## src/rtl/gpio_ctrl_pkg.sv

```systemverilog
// Shared constants for the GPIO register bank: the bus word map and the pin-count ceiling.
package gpio_ctrl_pkg;

  typedef enum logic [1:0] {
    ADDR_OUT  = 2'd0,
    ADDR_OE   = 2'd1,
    ADDR_IN   = 2'd2,
    ADDR_EDGE = 2'd3
  } gpio_word_e;

  localparam int NGPIO_MAX = 32;

endpackage

```

## src/rtl/gpio_sync.sv

```systemverilog
// Multi-stage flop synchroniser for a bus of asynchronous pad inputs.
// The last stage is the synchronised output; all stages clear on async reset.
module gpio_sync #(
  parameter int WIDTH  = 16,
  parameter int STAGES = 2
) (
  input  logic             clk_i,
  input  logic             rst_ni,
  input  logic [WIDTH-1:0] d_i,
  output logic [WIDTH-1:0] q_o
);

  logic [STAGES-1:0][WIDTH-1:0] sync_q;
  logic [STAGES-1:0][WIDTH-1:0] sync_d;

  // Shift the pad value one stage deeper every clock.
  always_comb begin
    sync_d = {sync_q[STAGES-2:0], d_i};
  end

  // Synchroniser stage registers.
  always_ff @(posedge clk_i or negedge rst_ni) begin
    if (!rst_ni) begin
      sync_q <= '0;
    end else begin
      sync_q <= sync_d;
    end
  end

  assign q_o = sync_q[STAGES-1];

endmodule

```

## src/rtl/gpio_ctrl.sv

```systemverilog
// GPIO register bank on the CTRL_* strobe interface: OUT/OE registers, synchronised IN,
// and with GPIO_CTRL_IRQ_EN defined a sticky any-edge EDGE status plus level interrupt.
module gpio_ctrl
  import gpio_ctrl_pkg::*;
#(
  parameter int NGPIO       = 16,
  parameter int SYNC_STAGES = 2
) (
  input  logic             CLK_I,
  input  logic             RSTN_I,
  input  logic             CTRL_WE,
  input  logic [3:0]       CTRL_ADDR,
  input  logic [31:0]      CTRL_DATA_IN,
  output logic [31:0]      CTRL_DATA_OUT,
  input  logic [NGPIO-1:0] GPIO_IN,
  output logic [NGPIO-1:0] GPIO_OUT,
  output logic [NGPIO-1:0] GPIO_OE,
  output logic             IRQ_O
);

  logic [1:0]       word_s;
  logic [NGPIO-1:0] wdata_s;
  logic [NGPIO-1:0] in_s;
  logic [NGPIO-1:0] edge_rd_s;
  logic [NGPIO-1:0] rd_sel_s;
  logic [NGPIO-1:0] out_q, out_d;
  logic [NGPIO-1:0] oe_q, oe_d;
  logic [31:0]      rdata_q, rdata_d;
  logic             unused_s;

  assign word_s   = CTRL_ADDR[3:2];
  assign wdata_s  = CTRL_DATA_IN[NGPIO-1:0];
  // Byte-offset bits and data bits above NGPIO carry no meaning here.
  assign unused_s = ^{CTRL_ADDR[1:0], CTRL_DATA_IN};

  gpio_sync #(
    .WIDTH  (NGPIO),
    .STAGES (SYNC_STAGES)
  ) u_sync (
    .clk_i  (CLK_I),
    .rst_ni (RSTN_I),
    .d_i    (GPIO_IN),
    .q_o    (in_s)
  );

  // Next-state for the writable OUT and OE registers.
  always_comb begin
    out_d = out_q;
    oe_d  = oe_q;
    if (CTRL_WE) begin
      case (word_s)
        ADDR_OUT: out_d = wdata_s;
        ADDR_OE:  oe_d  = wdata_s;
        default:  ;
      endcase
    end else begin
      out_d = out_q;
      oe_d  = oe_q;
    end
  end

  // Read mux built from current register values, so a same-cycle write reads old data.
  always_comb begin
    rd_sel_s = '0;
    case (word_s)
      ADDR_OUT:  rd_sel_s = out_q;
      ADDR_OE:   rd_sel_s = oe_q;
      ADDR_IN:   rd_sel_s = in_s;
      ADDR_EDGE: rd_sel_s = edge_rd_s;
      default:   rd_sel_s = '0;
    endcase
    rdata_d              = 32'h0000_0000;
    rdata_d[NGPIO-1:0]   = rd_sel_s;
  end

  // Control registers and the registered read port.
  always_ff @(posedge CLK_I or negedge RSTN_I) begin
    if (!RSTN_I) begin
      out_q   <= '0;
      oe_q    <= '0;
      rdata_q <= 32'h0000_0000;
    end else begin
      out_q   <= out_d;
      oe_q    <= oe_d;
      rdata_q <= rdata_d;
    end
  end

`ifdef GPIO_CTRL_IRQ_EN
  logic [NGPIO-1:0] prev_q;
  logic [NGPIO-1:0] edge_q, edge_d;
  logic [NGPIO-1:0] clr_s;
  logic [NGPIO-1:0] evt_s;
  logic             irq_q, irq_d;

  // Any-edge capture; a fresh event beats a simultaneous W1C of the same bit.
  always_comb begin
    clr_s = '0;
    if (CTRL_WE && (word_s == ADDR_EDGE)) begin
      clr_s = wdata_s;
    end else begin
      clr_s = '0;
    end
    evt_s  = in_s ^ prev_q;
    edge_d = (edge_q & ~clr_s) | evt_s;
    irq_d  = |edge_d;
  end

  // Previous-sample, sticky status and interrupt registers.
  always_ff @(posedge CLK_I or negedge RSTN_I) begin
    if (!RSTN_I) begin
      prev_q <= '0;
      edge_q <= '0;
      irq_q  <= 1'b0;
    end else begin
      prev_q <= in_s;
      edge_q <= edge_d;
      irq_q  <= irq_d;
    end
  end

  assign edge_rd_s = edge_q;
  assign IRQ_O     = irq_q;
`else
  assign edge_rd_s = '0;
  assign IRQ_O     = 1'b0;
`endif

  assign GPIO_OUT      = out_q;
  assign GPIO_OE       = oe_q;
  assign CTRL_DATA_OUT = rdata_q;

endmodule

```

## config.mk

```make
export PLATFORM = sky130hd
export DESIGN_NAME = gpio_ctrl
export DESIGN_NICKNAME = d
export VERILOG_FILES = /design/src/rtl/gpio_ctrl_pkg.sv /design/src/rtl/gpio_sync.sv /design/src/rtl/gpio_ctrl.sv
export SDC_FILE = /design/constraint.sdc
export NUM_CORES = 1
export LEC_CHECK = 0
export CORE_MARGIN = 2
export CORE_UTILIZATION = 30
export DETAILED_ROUTE_END_ITERATION = 12
export GPL_ROUTABILITY_DRIVEN = 0
export PLACE_DENSITY = 0.62
export RECOVER_POWER = 25
export SKIP_CTS_REPAIR_TIMING = 1
export SYNTH_ARGS = -nofsm -noshare
export SYNTH_HDL_FRONTEND = slang
export SYNTH_HIERARCHICAL = 1
export SYNTH_SLANG_ARGS = --single-unit
```

## constraint.sdc

```tcl
create_clock -name CLK_I -period 2.2 [get_ports CLK_I]
set_input_delay 0.33 -clock CLK_I [delete_from_list [all_inputs] [get_ports CLK_I]]
set_output_delay 0.33 -clock CLK_I [all_outputs]
set_load 0.005 [all_outputs]
```

# After elaboration in Yosys (flattened, before gate mapping)
# Index checks and enable logic that the tools add are counted.
# Widths: inputs -> output; s select.
# totals
register_bits	80
input_bits	55
output_inout_bits	65
word_cells	12
# op_classes
n_eq_ne	3
n_mux	1
n_reduce_logical	3
# ops
operator	count
$pmux 16 s4	1
$eq 2x2->1 const B	2
$reduce_and 2->1	2
$eq 2x1->1 const B	1
$logic_not 2->1	1

# Depth between registers and ports, before layout
# Gate-level depths: netlist (run 1).
# logic_depth
word_depth	2
mapped_depth	5
depth_no_buf	2

# Hierarchy
# The synthesis (run 1) kept the hierarchy.
# by_module_without_submodules
mod	n_inst	cells_per_inst	area_each_um2
gpio_ctrl	1	141	2142.1
gpio_sync	1	32	800.8

# Worst setup path after synthesis (run 1)
# OpenSTA, ideal clock, no wires.
# synth_path
path_kind	in2reg
start	input port CTRL_ADDR[2]
end	register out_q[10], in the netlist GPIO_OUT[10]
t_arrival_ns	1.288
required_time_ns	2.075
setup_slack_ns	0.787
path_stages	4
path_buffers	2
cell_sequence	buf_6 > nor3b_4 > buf_12 > mux2_4
# synth_between
elab_chain_len	2
# synth_rtl
element	line	source
from (decl)	gpio_ctrl.sv:12	input logic [3:0] CTRL_ADDR,
$logic_not 2->1	gpio_ctrl.sv:51	case (word_s)
$reduce_and 2->1 (no line)	n/a	
to (signal assigned)	gpio_ctrl.sv:83	out_q <= out_d;
to (decl)	gpio_ctrl.sv:26	logic [NGPIO-1:0] out_q, out_d;
# No other way between the ends.
# A chain may end at the register's enable or synchronous reset.

# Worst setup path after layout (run 1)
# layout_path
start	input port CTRL_ADDR[3]
end	register rdata_q[4], in the netlist CTRL_DATA_OUT[4]
# layout_between
elab_chain_len	2
word_cells_on_any_way	5
classes_between	eq/ne: 3; mux: 1; reduce/logical: 1
# layout_rtl
element	line	source
$eq 2x2->1, or another cell as far along	gpio_ctrl.sv:65	case (word_s)
$pmux 16 s4 *	gpio_ctrl.sv:65	
via rd_sel_s[4]	gpio_ctrl.sv:25	logic [NGPIO-1:0] rd_sel_s;
to (signal assigned)	gpio_ctrl.sv:85	rdata_q <= rdata_d;
to (decl)	gpio_ctrl.sv:28	logic [31:0] rdata_q, rdata_d;
# Mark *: on every way through the listed nets, which the timed path passes. The rest lies on a longest branch.

==> reports/results.ini, run 1 <==
[worst_setup_path]
crit_path_end_kind=flip-flop
path_class=input pin to flip-flop
worstPathMaxFanout=16
ff2ff_path_depth=2
crit_required_ns=2.45
reg2reg_slack_ns=1.37
start_kind=input pin
arrival_ns=1.98

[detailed_routing]
met3_length_um=376
viasPerCell=4.107
route.detailed.drc=0
antenna_left=0
post_drt_wl_per_cell_um=14.99
maxUsedRoutingLayer=met4
dr.pass1.iters=6
m1WireLength_um=2814
drt_iter0_markers=44
wl_met2_um=2794
wirelength_um=6025
vias=1651

[clock_network]
clock_sinks=80
cts_tree=yes
clkLatencyLatePin_ns=0.34
h-tree-depth=3
clk_pin_slew_worst_paths_ns=0.08
cts_buffer_depth=2
root_buffer=clkbuf_8
cts_made_buffers=9

[synthesis]
syn_inst=173
netlist_area_um2=2943
ys_seq_area_frac=0.6803
ys_warn_count=6
synth_cell_type_count=14
ys_ff_latch=80
avgSynthCellArea_um2=17.01

[global_route]
grt_pass1_vias=1638
grt_start_max_net_pins=45
grt-ovfl-total=0
grt_antenna_before_repair=0
grt_pass1_wl_um=8852
grt_util_all_layers=0.1167

[sta]
clock.fmax_ghz=0.5805
tightest_slew_ns=0.9417
holdWs_ns=0.3488
finalHoldViolCount=0
layout_setup_ws_ns=0.4774
setup-violations-final=0
skew_ns=0.005923
fin_crit_ns=1.723
maxSlewViolCount=0
rsz0062_at_grt=false
fin_crit_sh=0.7830
relSlewSlack=0.3722
fin_tns_setup_ns=0

[pwr]
p_sw_mw=0.8120
clkPwrFrac=0.270
switching_share=0.2423
internal_power_mw=2.539
ir_drop_mv=0.3116
p_seq_frac=0.525
powerDensity_nw_per_um2=826.6
totalPowerFinal_mw=3.351
leakage_nw=1.769
power_frac_comb=0.205

[hold_path]
hold-path-cell-count=0
hold_path.class=flip-flop to flip-flop

[final_layout]
drive_gt1_frac=0.2082
nets=321
diodes=0
syn_to_final_growth_pct=37.76
layout_commonest_cell=dfrtp_1
fin_area_um2=4054
final_cell_mix=dfrtp_1, clkdlybuf4s50_1, mux2_2

[floorplanning]
ios=120
fp.dieH_um=103.0
rows=36
dieArea_um2=10620
core_um2=9639
die_w_um=103.0
start_util=0.3053

[status]
status=complete, no violations

[placed_design]
placed_area_um2=3886
hpwlAfterDp_um=4134
dp_slack_ns=0.07518
io_buffers=84

[job]
cap_violations=0

worst paths after layout:
path                                endpoint              start
hold reg to reg               u_sync/q_o[12]  u_sync/sync_d[28]
hold / removal                u_sync/q_o[12]  u_sync/sync_d[28]
setup reg to reg           CTRL_DATA_OUT[14]        GPIO_OE[14]
max in group asynchronous      u_sync/q_o[5]             RSTN_I
min in group asynchronous         GPIO_OE[8]             RSTN_I
setup / recovery            CTRL_DATA_OUT[4]       CTRL_ADDR[3]
cell type report:
| class | instances | area [um2] |
|---|---|---|
| clock buffer | 10 | 137.6 |
| clock inverter | 4 | 22.52 |
| fill | 911 | 5585 |
| multi-input combinational | 84 | 809.5 |
| sequential | 80 | 2002 |
| tap | 133 | 166.4 |
| timing repair buffer | 91 | 915.9 |
sequential cells by signal (all words and copies together), names as in the netlist:
register,flops
CTRL_DATA_OUT,16
u_sync/sync_d,16
GPIO_OUT,16
GPIO_OE,16
u_sync/q_o,16
cells by family after synthesis:
| kind of cell | Yosys count | synth area share |
|---|---|---|
| other | 1 | 0.001274 |
| buffers and inverters | 25 | 0.06590 |
| DFF | 80 | 0.6803 |
| and+or+nand+nor | 3 | 0.01531 |
| AOI/OAI and AO/OA | 16 | 0.04762 |
| muxes | 48 | 0.1896 |
worst max-delay path, stage by stage:
cell and delay [ns]:
clkdlybuf4s50_1 0.69, nor2b_2 0.76, o2bb2ai_1 0.19
synthesized netlist by cell type (all sizes together):
cell	instances	area (um2)
mux2	32	397.9
mux2i	16	160.2
nor3b	1	18.77
clkbuf	1	3.750
conb	1	3.750
o2bb2ai	16	140.1
buf	24	190.2
nand3b	1	20.02
dfrtp	80	2002
nor2b	1	6.260
metal layers:
layer / vias to the layer above / GRT usage
met5: - / 0
met4: 0 / 0.05466
met2: 63 / 0.1733
met1: 830 / 0.1558
li1: 754 / -
met3: 4 / 0.03661
metrics by stage:
stage                       util  cells
after floorplan                -    189
after global placement    0.4032    387
after detailed placement  0.4032    387
after CTS                 0.4198    401
after global routing      0.4206    402
final                     0.4206    402
power by group through the flow:
stage | clock, mW | sequential [mW] | combinational (mW)
floorplan | 0 | 1.79 | 0.249
global placement | 0 | 1.78 | 0.694
detailed placement | 0 | 1.79 | 0.703
CTS | 0.952 | 1.76 | 0.705
global route | 1.01 | 1.79 | 0.743
finish | 0.905 | 1.76 | 0.686
Power figures use the tool's default switching activity.
==> run 2: changes to the inputs <==
- clock period: 2.2 -> 1.6 ns (I/O delays scaled with it)
==> run 2 against run 1 <==
Register-to-register slack worse by 0.66 ns. Sequential cell count stayed put. Critical path type is now flip-flop to primary output. Non-clock buffer count is 10 higher. Global-route usage rose by 0.30 points. Combinational power up 40%. Clock skew is 0.0024 ns higher.
==> reports/results.ini, run 2 (same netlist as run 1, synthesis figures left out) <==
[placed_design]
io_buffers=84  ; unchanged
placed_area_um2=3974  ; was 3886 um2
hpwlAfterDp_um=4336  ; was 4134 um

[final_layout]
drive_gt1_frac=0.2349  ; was 0.2082
fin_area_um2=4167  ; was 4054 um2
final_cell_mix=dfrtp_1, clkdlybuf4s50_1, mux2_2  ; unchanged
diodes=0  ; unchanged
nets=331  ; was 321
layout_commonest_cell=dfrtp_1  ; unchanged
syn_to_final_growth_pct=41.58  ; was 37.76%

[hold_path]
min_from=u_sync/sync_d[22]  ; was u_sync/sync_d[28]
hold-path-cell-count=0  ; unchanged
min_to=u_sync/q_o[6]  ; was u_sync/q_o[12]
hold_path.class=flip-flop to flip-flop  ; unchanged

[global_route]
grt-ovfl-total=0  ; unchanged
grt_util_all_layers=0.1197  ; was 0.1167
grt_start_max_net_pins=52  ; was 45
grt_antenna_before_repair=0  ; unchanged
grt_pass1_vias=1746  ; was 1,638
grt_pass1_wl_um=9308  ; was 8852 um

[worst_setup_path]
start_kind=flip-flop  ; was input pin
critPathSlowestCell=clkdlybuf4s50_1  ; was nor2b_2
ff2ff_path_depth=2  ; unchanged
cp_top_family=buffers and inverters  ; was simple AND/OR/NAND/NOR gates
path_class=flip-flop to primary output  ; was input pin to flip-flop
crit_path_end_kind=primary output  ; was flip-flop
reg2reg_slack_ns=0.71  ; was 1.37 ns
arrival_ns=1.26  ; was 1.98 ns
slowest_delay_ns=0.53  ; was 0.76 ns
worstPathMaxFanout=3  ; was 16
cp_num_buf_inv=1  ; unchanged
timing.rr.end=CTRL_DATA_OUT[8]  ; was CTRL_DATA_OUT[14]
crit_chain=clkdlybuf4s50_1  ; was clkdlybuf4s50_1, nor2b_2, o2bb2ai_1
crit_required_ns=1.36  ; was 2.45 ns
r2r_start=GPIO_OE[8]  ; was GPIO_OE[14]

[floorplanning]
fp.dieH_um=103.0  ; unchanged
dieArea_um2=10620  ; unchanged
core_um2=9639  ; unchanged
rows=36  ; unchanged
start_util=0.3053  ; unchanged
die_w_um=103.0  ; unchanged
ios=120  ; unchanged

[pwr]
ir_drop_mv=0.4389  ; was 0.3116 mV
powerDensity_nw_per_um2=1163  ; was 826.6 nW/um2
leakage_nw=1.831  ; was 1.769 nW

[detailed_routing]
vias=1673  ; was 1,651
antenna_left=0  ; unchanged
route.detailed.drc=0  ; unchanged
viasPerCell=4.041  ; was 4.107
drt_iter0_markers=30  ; was 44
post_drt_wl_per_cell_um=14.54  ; was 14.99 um
dr.pass1.iters=4  ; was 6
wirelength_um=6019  ; was 6025 um

[clock_network]
clkLatencyLatePin_ns=0.34  ; about the same
clock_sinks=80  ; unchanged
cts_tree=yes  ; unchanged
root_buffer=clkbuf_8  ; unchanged
cts_buffer_depth=2  ; unchanged
clk_pin_slew_worst_paths_ns=0.08  ; about the same
h-tree-depth=3  ; unchanged
cts_made_buffers=9  ; unchanged

[sta]
clock.fmax_ghz=0.6666
tightest_slew_ns=0.6187  ; was 0.9417 ns
finalHoldViolCount=0  ; unchanged
holdWs_ns=0.3424  ; was 0.3488 ns
maxSlewViolCount=0  ; unchanged
fin_crit_sh=0.9375
skew_ns=0.008319  ; was 0.005923 ns
fin_crit_ns=1.500
setup-violations-final=0  ; unchanged
relSlewSlack=0.5875  ; was 0.3722
rsz0062_at_grt=false  ; unchanged

[status]
status=complete, no violations  ; unchanged

[job]
cap_violations=0  ; unchanged

[run 2: cell types whose count changed in the layout (fill, tap and decap cells not counted), sizes merged]
cell / delta
clkbuf: +2
bufinv: +1
buf: +9
[run 2: how the worst max path moves through the flow]
stage,endpoint,from,cells past startpoint
global placement,GPIO_OUT[0],CTRL_ADDR[3],4
CTS,GPIO_OE[15],GPIO_OE[15],1
finish,GPIO_OE[2],GPIO_OE[2],1
detailed placement,GPIO_OUT[0],CTRL_ADDR[3],4
floorplan,GPIO_OUT[10],CTRL_ADDR[2],4
global route,GPIO_OE[15],RSTN_I,3
[run 2: stage by stage]
| step | util | TNS (ns) | power, mW | std cells | setup WS (ns) |
|---|---|---|---|---|---|
| after detailed placement | 0.4123 | -4.902 | 3.454 | 397 | -0.1949 |
| after CTS | 0.4328 | 0 | 4.958 | 413 | 0.07087 |
| after global placement | 0.4123 | -3.603 | 3.430 | 397 | -0.1476 |
| after floorplan | - | 0 | 2.800 | 189 | 0.2769 |
| final | 0.4322 | 0 | 4.847 | 414 | 0.09995 |
| after global routing | 0.4322 | 0 | 5.117 | 414 | 0.03793 |
[run 2: cell type report]
cell class	count	area (um2)
clock inverter	5	56.30
clock buffer	11	141.4
timing repair buffer	101	991.0
multi-input combinational	84	809.5
tap	133	166.4
sequential	80	2002
fill	907	5473
[run 2: per-layer routing]
layer	up-vias	GRT usage	part of all wire
met1	828	0.1615	0.46
li1	777	-	-
met4	0	0.05466	0.013
met5	-	0	0
met2	60	0.1783	0.45
met3	8	0.03525	0.070
[run 2: power by group]
part           switching (mW)  internal, mW  total, mW
sequential              0.149          2.27       2.42
combinational           0.309         0.653      0.962
clock                   0.703         0.762       1.47
